## src/rtl/sw_operand_capture.sv

```systemverilog
// sw_operand_capture: synchronises the slide switches and the KEY_N pushbutton,
// debounces the button, and captures operand A, then operand B plus carry-in,
// over two presses. The captured set is offered to the adder through a
// valid/ready handshake.
// Build option: define SW_OPERAND_DEBOUNCE_EN to enable the KEY_N debounce
// counter. When it is undefined, key_stable follows key_sync every cycle,
// which keeps simulation fast.
module sw_operand_capture #(
  parameter int DEBOUNCE_CYCLES = 50000,
  parameter int SYNC_STAGES     = 2
) (
  input  logic        CLOCK_50,
  input  logic        RST_N,
  input  logic [17:0] SW,
  input  logic        KEY_N,
  output logic [3:0]  op_a,
  output logic [3:0]  op_b,
  output logic        op_cin,
  output logic        op_valid,
  input  logic        op_ready,
  output logic [1:0]  state
);

  typedef enum logic [1:0] {
    CAPT_A  = 2'b00,
    CAPT_B  = 2'b01,
    PRESENT = 2'b10
  } state_t;

  // Reject parameter values that would break the synchroniser or the debouncer.
  if (DEBOUNCE_CYCLES < 2 || SYNC_STAGES < 2) begin : g_param_check
    $error("sw_operand_capture: DEBOUNCE_CYCLES and SYNC_STAGES must be >= 2");
  end

  // Only SW[17] (clear), SW[8] (carry-in) and SW[3:0] (value) are used.
  logic       unused_sw;
  logic [5:0] sw_raw;
  assign unused_sw = ^{SW[16:9], SW[7:4]};
  assign sw_raw    = {SW[17], SW[8], SW[3:0]};

  logic [5:0]             sw_sync_q [SYNC_STAGES];
  logic [SYNC_STAGES-1:0] key_sync_q;
  logic [5:0]             sw_sync;
  logic                   key_sync;
  logic                   clear;
  logic                   cin_sync;
  logic [3:0]             val_sync;

  assign sw_sync  = sw_sync_q[SYNC_STAGES-1];
  assign key_sync = key_sync_q[SYNC_STAGES-1];
  assign clear    = sw_sync[5];
  assign cin_sync = sw_sync[4];
  assign val_sync = sw_sync[3:0];

  // Switch synchroniser chain. Switches read as 0 after reset.
  always_ff @(posedge CLOCK_50) begin
    if (!RST_N) begin
      for (int i = 0; i < SYNC_STAGES; i++) sw_sync_q[i] <= '0;
    end else begin
      sw_sync_q[0] <= sw_raw;
      for (int i = 1; i < SYNC_STAGES; i++) sw_sync_q[i] <= sw_sync_q[i-1];
    end
  end

  // Key synchroniser chain. The key reads as released (1) after reset.
  always_ff @(posedge CLOCK_50) begin
    if (!RST_N) key_sync_q <= '1;
    else        key_sync_q <= {key_sync_q[SYNC_STAGES-2:0], KEY_N};
  end

  logic key_stable;

`ifdef SW_OPERAND_DEBOUNCE_EN
  localparam int CNT_W = $clog2(DEBOUNCE_CYCLES);
  localparam logic [CNT_W-1:0] CNT_LAST = CNT_W'(DEBOUNCE_CYCLES - 1);

  logic [CNT_W-1:0] db_cnt;

  // Accept a new key level only after it has differed from the stable level
  // for DEBOUNCE_CYCLES consecutive cycles. Any bounce restarts the count.
  always_ff @(posedge CLOCK_50) begin
    if (!RST_N) begin
      key_stable <= 1'b1;
      db_cnt     <= '0;
    end else if (key_sync == key_stable) begin
      db_cnt     <= '0;
    end else if (db_cnt == CNT_LAST) begin
      key_stable <= key_sync;
      db_cnt     <= '0;
    end else begin
      db_cnt     <= db_cnt + CNT_W'(1);
    end
  end
`else
  // No filtering: the stable level simply follows the synchronised key.
  always_ff @(posedge CLOCK_50) begin
    if (!RST_N) key_stable <= 1'b1;
    else        key_stable <= key_sync;
  end
`endif

  logic key_prev;
  logic press;

  assign press = key_prev & ~key_stable;

  // Remember the previous stable level so a 1->0 step yields a single pulse.
  always_ff @(posedge CLOCK_50) begin
    if (!RST_N) key_prev <= 1'b1;
    else        key_prev <= key_stable;
  end

  state_t     state_q, state_d;
  logic [3:0] op_a_d, op_b_d;
  logic       op_cin_d, op_valid_d;

  assign state = state_q;

  // State and operand registers.
  always_ff @(posedge CLOCK_50) begin
    if (!RST_N) begin
      state_q  <= CAPT_A;
      op_a     <= '0;
      op_b     <= '0;
      op_cin   <= 1'b0;
      op_valid <= 1'b0;
    end else begin
      state_q  <= state_d;
      op_a     <= op_a_d;
      op_b     <= op_b_d;
      op_cin   <= op_cin_d;
      op_valid <= op_valid_d;
    end
  end

  // Capture sequencing and handshake. Clear overrides everything else.
  always_comb begin
    state_d    = state_q;
    op_a_d     = op_a;
    op_b_d     = op_b;
    op_cin_d   = op_cin;
    op_valid_d = op_valid;
    case (state_q)
      CAPT_A: begin
        op_valid_d = 1'b0;
        if (press) begin
          op_a_d  = val_sync;
          state_d = CAPT_B;
        end
      end
      CAPT_B: begin
        op_valid_d = 1'b0;
        if (press) begin
          op_b_d     = val_sync;
          op_cin_d   = cin_sync;
          op_valid_d = 1'b1;
          state_d    = PRESENT;
        end
      end
      PRESENT: begin
        op_valid_d = 1'b1;
        if (op_valid && op_ready) begin
          op_valid_d = 1'b0;
          state_d    = CAPT_A;
        end
      end
      default: begin
        op_valid_d = 1'b0;
        state_d    = CAPT_A;
      end
    endcase
    if (clear) begin
      state_d    = CAPT_A;
      op_a_d     = '0;
      op_b_d     = '0;
      op_cin_d   = 1'b0;
      op_valid_d = 1'b0;
    end
  end

endmodule

```

## config.mk

```make
export PLATFORM = sky130hd
export DESIGN_NAME = sw_operand_capture
export DESIGN_NICKNAME = d
export VERILOG_FILES = /design/src/rtl/sw_operand_capture.sv
export SDC_FILE = /design/constraint.sdc
export NUM_CORES = 1
export LEC_CHECK = 0
export CORE_UTILIZATION = 43
export CTS_CLUSTER_SIZE = 30
export DETAILED_ROUTE_END_ITERATION = 6
export HOLD_SLACK_MARGIN = 0.03
export MAX_ROUTING_LAYER = met4
export PLACE_DENSITY = 0.78
export SETUP_SLACK_MARGIN = 0.05
export SLEW_MARGIN = 30
export SYNTH_ARGS = -nofsm -noshare
export SYNTH_HDL_FRONTEND = slang
export SYNTH_SLANG_ARGS = --single-unit
export TNS_END_PERCENT = 30
```

## constraint.sdc

```tcl
create_clock -name CLOCK_50 -period 1.5 [get_ports CLOCK_50]
set_input_delay 0.3 -clock CLOCK_50 [delete_from_list [all_inputs] [get_ports CLOCK_50]]
set_output_delay 0.3 -clock CLOCK_50 [all_outputs]
set_load 0.02 [all_outputs]
```

==> out/results.ini, run 1 <==
[min_path]
min_delay_path_depth=1
hold_path.startpoint=key_sync_q[1]
hold_path.class=flop to flop
hold_end=key_stable

[layout]
final_cell_mix=26 x dfxtp_1, 12 x and2_1, 12 x dlygate4sd2_1
mostFrequentLayoutCell=dfxtp_1
final_net_count=139
antenna_cells=0
drive_above_1_share_pct=12.6
syn_to_final_growth_pct=29.2
fin_util_pct=58.8

[clock_network]
post_cts_buffers=0
cts_hold_buf=0
cts.sinks=28
root_buffer=clkbuf_4
cts-htree-levels=1
clk_path_buf_depth=2
cts_tree=built
clk_pin_slew_ns=0.14
numCtsBuffers=3
worst_skew_pair.late_latency_ns=0.33

[detailed_routing]
wl_met1_um=634
drtIter0Drc=2
met2_length_um=716
route.detailed.drc=0
dr_total_vias=628
ant_nets=0
via_per_inst=4.52
highest_layer=met4
drt-total-wl_um=1440
drt_pre_antenna_iters=2
met3_length_um=50
wire_per_inst_um=10.3

[critical_path]
critPathLaunchType=flop
r2r_setup_slack_ns=0.18
critical_path_buf_inv_count=1
reg2reg_depth=5
end_kind=output pin
r2r-start=state[0]
worstPathArrival_ns=1.04
r2r_end=state[1]
path_max_fanout=5
critPathMaxStageDelay_ns=0.39
crit_required_ns=1.20
path_class=flop to output pin
timing.critical_path.cells=dlygate4sd2_1
critPathSlowestCell=dfxtp_4
crit_family=flip-flops

[global_routing]
grt_max_degree=17
grt_pass1_vias=645
track_usage_pct=15.3
grt_pass1_wl_um=2760
grt.overflow.total=0
antenna_found_initial=0

[die]
rows=17
io_pins=34
initial_core_util_pct=45.5
core_mm2=0.00219
dieHeight_um=50.2
fp.dieW_um=50.2
die_area_mm2=0.00252

[timing]
worstMarginPinSlew_ns=0.337
skew_ns=0.0107
final_hold_viol_count=0
setup_viol=0
tns_ns=0
finalCriticalPeriod_ns=1.34
post-route-period-util_pct=89.1
fmax_mhz=749
slew_headroom_pct=77.5
hold_slack_ns=0.427
rsz0062_at_grt=false
slew_violations=0

[yosys]
synthMuxAreaShare_pct=11.0
synth_compound_area_share_pct=3.39
synth_top_family_by_area=simple AND/OR/NAND/NOR gates
synthesis.area_um2=997
ys_seq_area_share_pct=56.2
synth_simple_gate_area_share_pct=21.1
synthXorXnorAreaFrac_pct=0
synth_cell_types=17
syn_inst=87
avgSynthCellArea_um2=11.5
syn_nets=114
ys_ff_latch=28
synth_warnings=0
synth-adder-area-share_pct=6.27

[placed_design]
io_buffer_count=21
detailed_place_hpwl_um=1100
gp_congestion=0.732

[power]
p_total_w=0.00142
powerDensity_mw_per_mm2=1100
total_leakage_power_nw=0.639
vdd_drop_max_uv=680

[outcome]
status=complete, no violations

[run]
maxCapViolations=0

-- sequential cells by signal, summed over array words and instances (netlist names) --
signal      cells
op_b            4
key_stable      1
op_cin          1
key_prev        1
op_valid        1
op_a            4
state           2
key_sync_q      2
sw_sync_q      12
-- routing by layer --
metal | vias up | GRT usage [%]
met2 | 13 | 24.2
met3 | 4 | 2.73
li1 | 325 | -
met5 | - | -
met4 | 0 | 10.0
met1 | 286 | 17.8
-- metrics by stage --
step                      std cells  setup WS (ns)  cell area, µm²
after floorplan                  87          0.128            1000
after global placement          135          0.147            1240
after detailed placement        135          0.117            1240
after CTS                       139         0.0928            1280
after global routing            139         0.0918            1290
final                           139          0.164            1290
-- cell type report --
| cell class | instances | area, µm² |
|---|---|---|
| clock buffer | 3 | 22.5 |
| clock inverter | 1 | 30.0 |
| fill | 195 | 902 |
| inverter | 3 | 11.3 |
| multi-input combinational | 54 | 422 |
| sequential | 28 | 566 |
| tap | 28 | 35.0 |
| timing repair buffer | 22 | 203 |
-- cells by family (layout without fill, tap and decap cells) --
logic type                 Yosys count  in the layout
AOI/OAI and AO/OA                    3              3
adders and majority gates            5              5
buffers and inverters                5             29
DFF                                 28             28
muxes                               11             11
and+or+nand+nor                     35             35
-- repair_timing --
| action | 4_1_cts | 5_1_grt |
|---|---|---|
| endpoints found under the setup margin | 12 | 2 |
| pin swaps | 0 | 1 |
| gates resized for setup | 12 | 3 |
-- report_power, final --
group          switching [W]  internal [W]
registers          0.0000144      0.000773
clock network       0.000212      0.000270
logic              0.0000695     0.0000832
-- how the worst max path moves through the flow --
stage | slack (ns) | endpoint | start | cells after the start
floorplan | 0.13 | state[0] | state[0] | 5
global placement | 0.15 | state[1] | state[0] | 5
detailed placement | 0.12 | state[1] | state[0] | 5
CTS | 0.09 | state[1] | state[0] | 5
global route | 0.09 | state[1] | state[0] | 5
finish | 0.16 | state[0] | state[0] | 1
-- synthesized netlist by cell type --
cell / instances / share of area, %
a21boi_1: 1 / 0.75
a21oi_4: 1 / 1.6
nand2b_1: 6 / 3.8
or2_4: 1 / 0.88
ha_1: 5 / 6.3
o211a_1: 1 / 1.0
nand3b_4: 1 / 2.0
and2b_2: 1 / 0.88
nor2_1: 9 / 3.4
nand3b_2: 1 / 1.1
buf_2: 1 / 0.50
and2_1: 12 / 7.5
clkbuf_1: 1 / 0.38
mux2i_1: 11 / 11
nand2_1: 4 / 1.5
dfxtp_1: 28 / 56
inv_1: 3 / 1.1
No activity file was read; power rests on OpenSTA's default activity.
==> inputs of run 2 (changes only) <==
--- a/config.mk
+++ b/config.mk
@@ -11,7 +11,7 @@
 export HOLD_SLACK_MARGIN = 0.03
 export MAX_ROUTING_LAYER = met4
 export PLACE_DENSITY = 0.78
-export SETUP_SLACK_MARGIN = 0.05
+export SETUP_SLACK_MARGIN = 0.2
 export SLEW_MARGIN = 30
 export SYNTH_ARGS = -nofsm -noshare
 export SYNTH_HDL_FRONTEND = slang
==> out/results.ini, run 2 (synthesized netlist as in run 1, its figures left out) <==
[min_path]
hold_path.class=flop to flop
min_delay_path_depth=1

[global_routing]
grt_max_degree=16
grt_pass1_wl_um=2520
grt.overflow.total=0
global_route.usage.met3_pct=2.73
busiest_layer=met2
track_usage_pct=14.3
grt_pass1_vias=591
antenna_found_initial=0
grt_use_met2_pct=23.3
gr-usage-met1_pct=15.5

[clock_network]
clk_pin_slew_ns=0.14
cts.sinks=28
worst_skew_pair.late_latency_ns=0.32
cts_tree=built
clk_path_buf_depth=2
cts-htree-levels=1
numCtsBuffers=3
root_buffer=clkbuf_4
cts_hold_buf=0

[layout]
antenna_cells=0
fin_cells=141
mostFrequentLayoutCell=dfxtp_1
drive_above_1_share_pct=18.6
top_register=sw_sync_q
reg_top3=sw_sync_q x12, op_a x4, op_b x4
largest_register_ffs=12
syn_to_final_growth_pct=31.7
final_cell_mix=26 x dfxtp_1, 12 x and2_1, 11 x mux2i_1
stdcell_area_mm2=0.00131
final_net_count=141

[detailed_routing]
drtIter0Drc=5
route.detailed.drc=0
drt_pre_antenna_iters=3
drt-total-wl_um=1480
dr_total_vias=627
via_per_inst=4.45
ant_nets=0
wire_per_inst_um=10.5

[critical_path]
crit_required_ns=1.75
end_kind=flop
worstPathArrival_ns=1.55
reg2reg_depth=5
path_class=flop to flop
critPathLaunchType=flop
path_max_fanout=4

[placed_design]
io_buffer_count=21
gp_congestion=0.729
placed_cells=135
place_area_mm2=0.00125

[timing]
rsz0062_at_grt=true
fmax_mhz=770
hold_slack_ns=0.428
finalCriticalPeriod_ns=1.30
slew_violations=0
skew_ns=0.00972
final_hold_viol_count=0
setup_viol=0
worstMarginPinSlew_ns=0.328
post-route-period-util_pct=86.6
slew_headroom_pct=78.1
tns_ns=0

[outcome]
status=complete, no violations

[power]
total_leakage_power_nw=0.603
powerDensity_mw_per_mm2=969
vdd_drop_max_uv=596

[die]
dieHeight_um=50.2
fp.dieW_um=50.2
io_pins=34
die_area_mm2=0.00252
rows=17
initial_core_util_pct=45.5
core_mm2=0.00219

[run]
maxCapViolations=0

-- run 2: cell type report --
| type | instances | area [µm²] |
|---|---|---|
| Sequential cell | 28 | 568 |
| Fill cell | 191 | 877 |
| Multi-Input combinational cell | 54 | 442 |
| Clock buffer | 4 | 26.3 |
| Tap cell | 28 | 35.0 |
| Timing Repair Buffer | 24 | 224 |
| Inverter | 3 | 18.8 |
-- run 2: final timing paths --
kind	start	slack, ns	to
setup / recovery	state[1]	0.20	state[1]
hold / removal	key_sync_q[0]	0.43	key_sync_q[1]
setup reg to reg	state[1]	0.20	state[1]
hold reg to reg	key_sync_q[0]	0.43	key_sync_q[1]
-- run 2: report_power, final --
part / leakage, nW / internal (W) / switching [W] / total (W)
clock: 0.0150 / 0.000104 / 0.000198 / 0.000302
sequential: 0.231 / 0.000771 / 0.0000207 / 0.000792
combinational: 0.358 / 0.000103 / 0.0000765 / 0.000180
total: 0.603 / 0.000979 / 0.000295 / 0.00127
-- run 2: layer usage --
layer / routed length, µm / vias up
li1: - / 331
met1: 653 / 279
met2: 734 / 13
met3: 49 / 4
met4: 40 / 0
met5: 0 / -
-- run 2: critical path, stage by stage (launching register included) --
cell and delay (ns):
dfxtp_4 0.41, inv_6 0.05, ha_4 0.15, or2_4 0.25, a21oi_4 0.18, mux2i_1 0.20
-- run 2: repair_timing --
item / in CTS / in global routing
setup buffers: 0 / 2
pin swaps: 0 / 4
endpoints found under the setup margin: 14 / 14
resized for setup: 26 / 7
-- run 2: stage by stage --
step / util [%] / worst slack (ns) / power, W
2_1_floorplan: - / 0.218 / 0.000905
3_3_place_gp: 57.1 / 0.171 / 0.000957
3_5_place_dp: 57.1 / 0.124 / 0.000965
4_1_cts: 58.9 / 0.165 / 0.00127
5_1_grt: 60.0 / 0.137 / 0.00135
6_report: 60.0 / 0.201 / 0.00127
==> inputs of run 3 (changes only) <==
--- a/config.mk
+++ b/config.mk
@@ -12,6 +12,7 @@
 export MAX_ROUTING_LAYER = met4
 export PLACE_DENSITY = 0.78
 export SETUP_SLACK_MARGIN = 0.2
+export SKIP_LAST_GASP = 1
 export SLEW_MARGIN = 30
 export SYNTH_ARGS = -nofsm -noshare
 export SYNTH_HDL_FRONTEND = slang
==> out/results.ini, run 3 (synthesized netlist as in run 1, its figures left out) <==
[placed_design]
preCtsSetupSlack_ns=0.124
io_buffer_count=21
gp_congestion=0.729

[detailed_routing]
drt_pre_antenna_iters=3
dr_total_vias=620
wire_per_inst_um=10.4
drt-total-wl_um=1440
drtIter0Drc=5
via_per_inst=4.46
ant_nets=0
route.detailed.drc=0

[layout]
largest_register_ffs=12
top_register=sw_sync_q
final_net_count=139
syn_to_final_growth_pct=28.5
fin_util_pct=58.5
mostFrequentLayoutCell=dfxtp_1
final_cell_mix=26 x dfxtp_1, 12 x and2_1, 11 x mux2i_1
reg_top3=sw_sync_q x12, op_a x4, op_b x4
antenna_cells=0
drive_above_1_share_pct=16.2

[timing]
slew_headroom_pct=78.1
final_hold_viol_count=0
finalCriticalPeriod_ns=1.32
worstMarginPinSlew_ns=0.328
rsz0062_at_grt=true
setup_viol=0
slew_violations=0
fmax_mhz=759
skew_ns=0.00937
post-route-period-util_pct=87.8
setup_ws_ns=0.182

[critical_path]
path_class=flop to flop
end_kind=flop
worstPathArrival_ns=1.57
critical_path_buf_inv_count=1
timing.critical_path.cells=inv_2 -> ha_2 -> or2_4 -> a21oi_4 -> mux2i_1
path_max_fanout=4
r2r-start=state[1]
crit_family=flip-flops
crit_required_ns=1.75
critPathMaxStageDelay_ns=0.38
crit_path_start=state[1]
critPathSlowestCell=dfxtp_4
critPathLaunchType=flop

[die]
io_pins=34
fp.dieW_um=50.2
rows=17
die_area_mm2=0.00252
dieHeight_um=50.2
initial_core_util_pct=45.5
core_mm2=0.00219

[global_routing]
grt_pass1_vias=591
grt_pass1_wl_um=2510
grt.overflow.total=0
track_usage_pct=14.2
antenna_found_initial=0
grt_max_degree=16

[clock_network]
numCtsBuffers=3
clk_path_buf_depth=2
cts.sinks=28
worst_skew_pair.late_latency_ns=0.32
root_buffer=clkbuf_4
post_cts_buffers=0
clk_pin_slew_ns=0.14
cts-htree-levels=1
cts_tree=built

[power]
powerDensity_mw_per_mm2=975
total_leakage_power_nw=0.627
vdd_drop_max_uv=604

[min_path]
hold_path.class=flop to flop
hold_path.startpoint=key_sync_q[0]

[outcome]
status=complete, no violations

[run]
maxCapViolations=0

==> run 3: changes by cell type in the layout (fill, tap and decap cells not counted), sizes merged <==
cell	change
clkdlybuf4s15	-6
dlygate4sd2	+6
buf	-2
clkbuf	-1
dlymetal6s2s	+1
==> run 3: layer usage <==
layer	global-route usage, %	routed length [µm]	vias up
li1	-	-	327
met1	15.2	637	276
met2	23.6	716	13
met3	2.73	48	4
met4	10.0	40	0
met5	-	0	-
==> run 3: path summary, 6_finish.rpt <==
| kind | cells past startpoint | slack (ns) | end |
|---|---|---|---|
| worst max-delay path | 5 | 0.18 | state[1] |
| worst min-delay path | 1 | 0.43 | key_sync_q[1] |
| worst max register to register | 5 | 0.18 | state[1] |
| worst min register to register | 1 | 0.43 | key_sync_q[1] |
==> run 3: report_power, final <==
part	total [W]	internal (W)	switching [W]
combinational	0.000160	0.0000881	0.0000724
clock	0.000302	0.000104	0.000198
sequential	0.000787	0.000771	0.0000159
==> run 3: layout make-up <==
class	instances	area (µm²)
well taps	28	35.0
fillers	194	910
clock buffers	4	26.3
flip-flops and latches	28	568
multi-input cells	54	432
inverters	3	11.3
repair buffers	22	209
==> run 3: per-stage QoR <==
step | hold slack (ns) | TNS, ns | area (µm²) | power, W | std cells
floorplan | 0.373 | 0 | 1010 | 0.000905 | 87
global placement | 0.390 | 0 | 1250 | 0.000957 | 135
detailed placement | 0.396 | 0 | 1250 | 0.000965 | 135
CTS | 0.429 | -0.0702 | 1270 | 0.00126 | 139
global route | 0.449 | 0 | 1280 | 0.00133 | 139
finish | 0.428 | 0 | 1280 | 0.00125 | 139
==> run 3: what timing repair did <==
action / in CTS / in global routing
gates resized for setup: 16 / 5
endpoints found under the setup margin: 14 / 14
hold buffers: 0 / 0
hold endpoints to repair: 0 / 0
pin swaps: 0 / 1
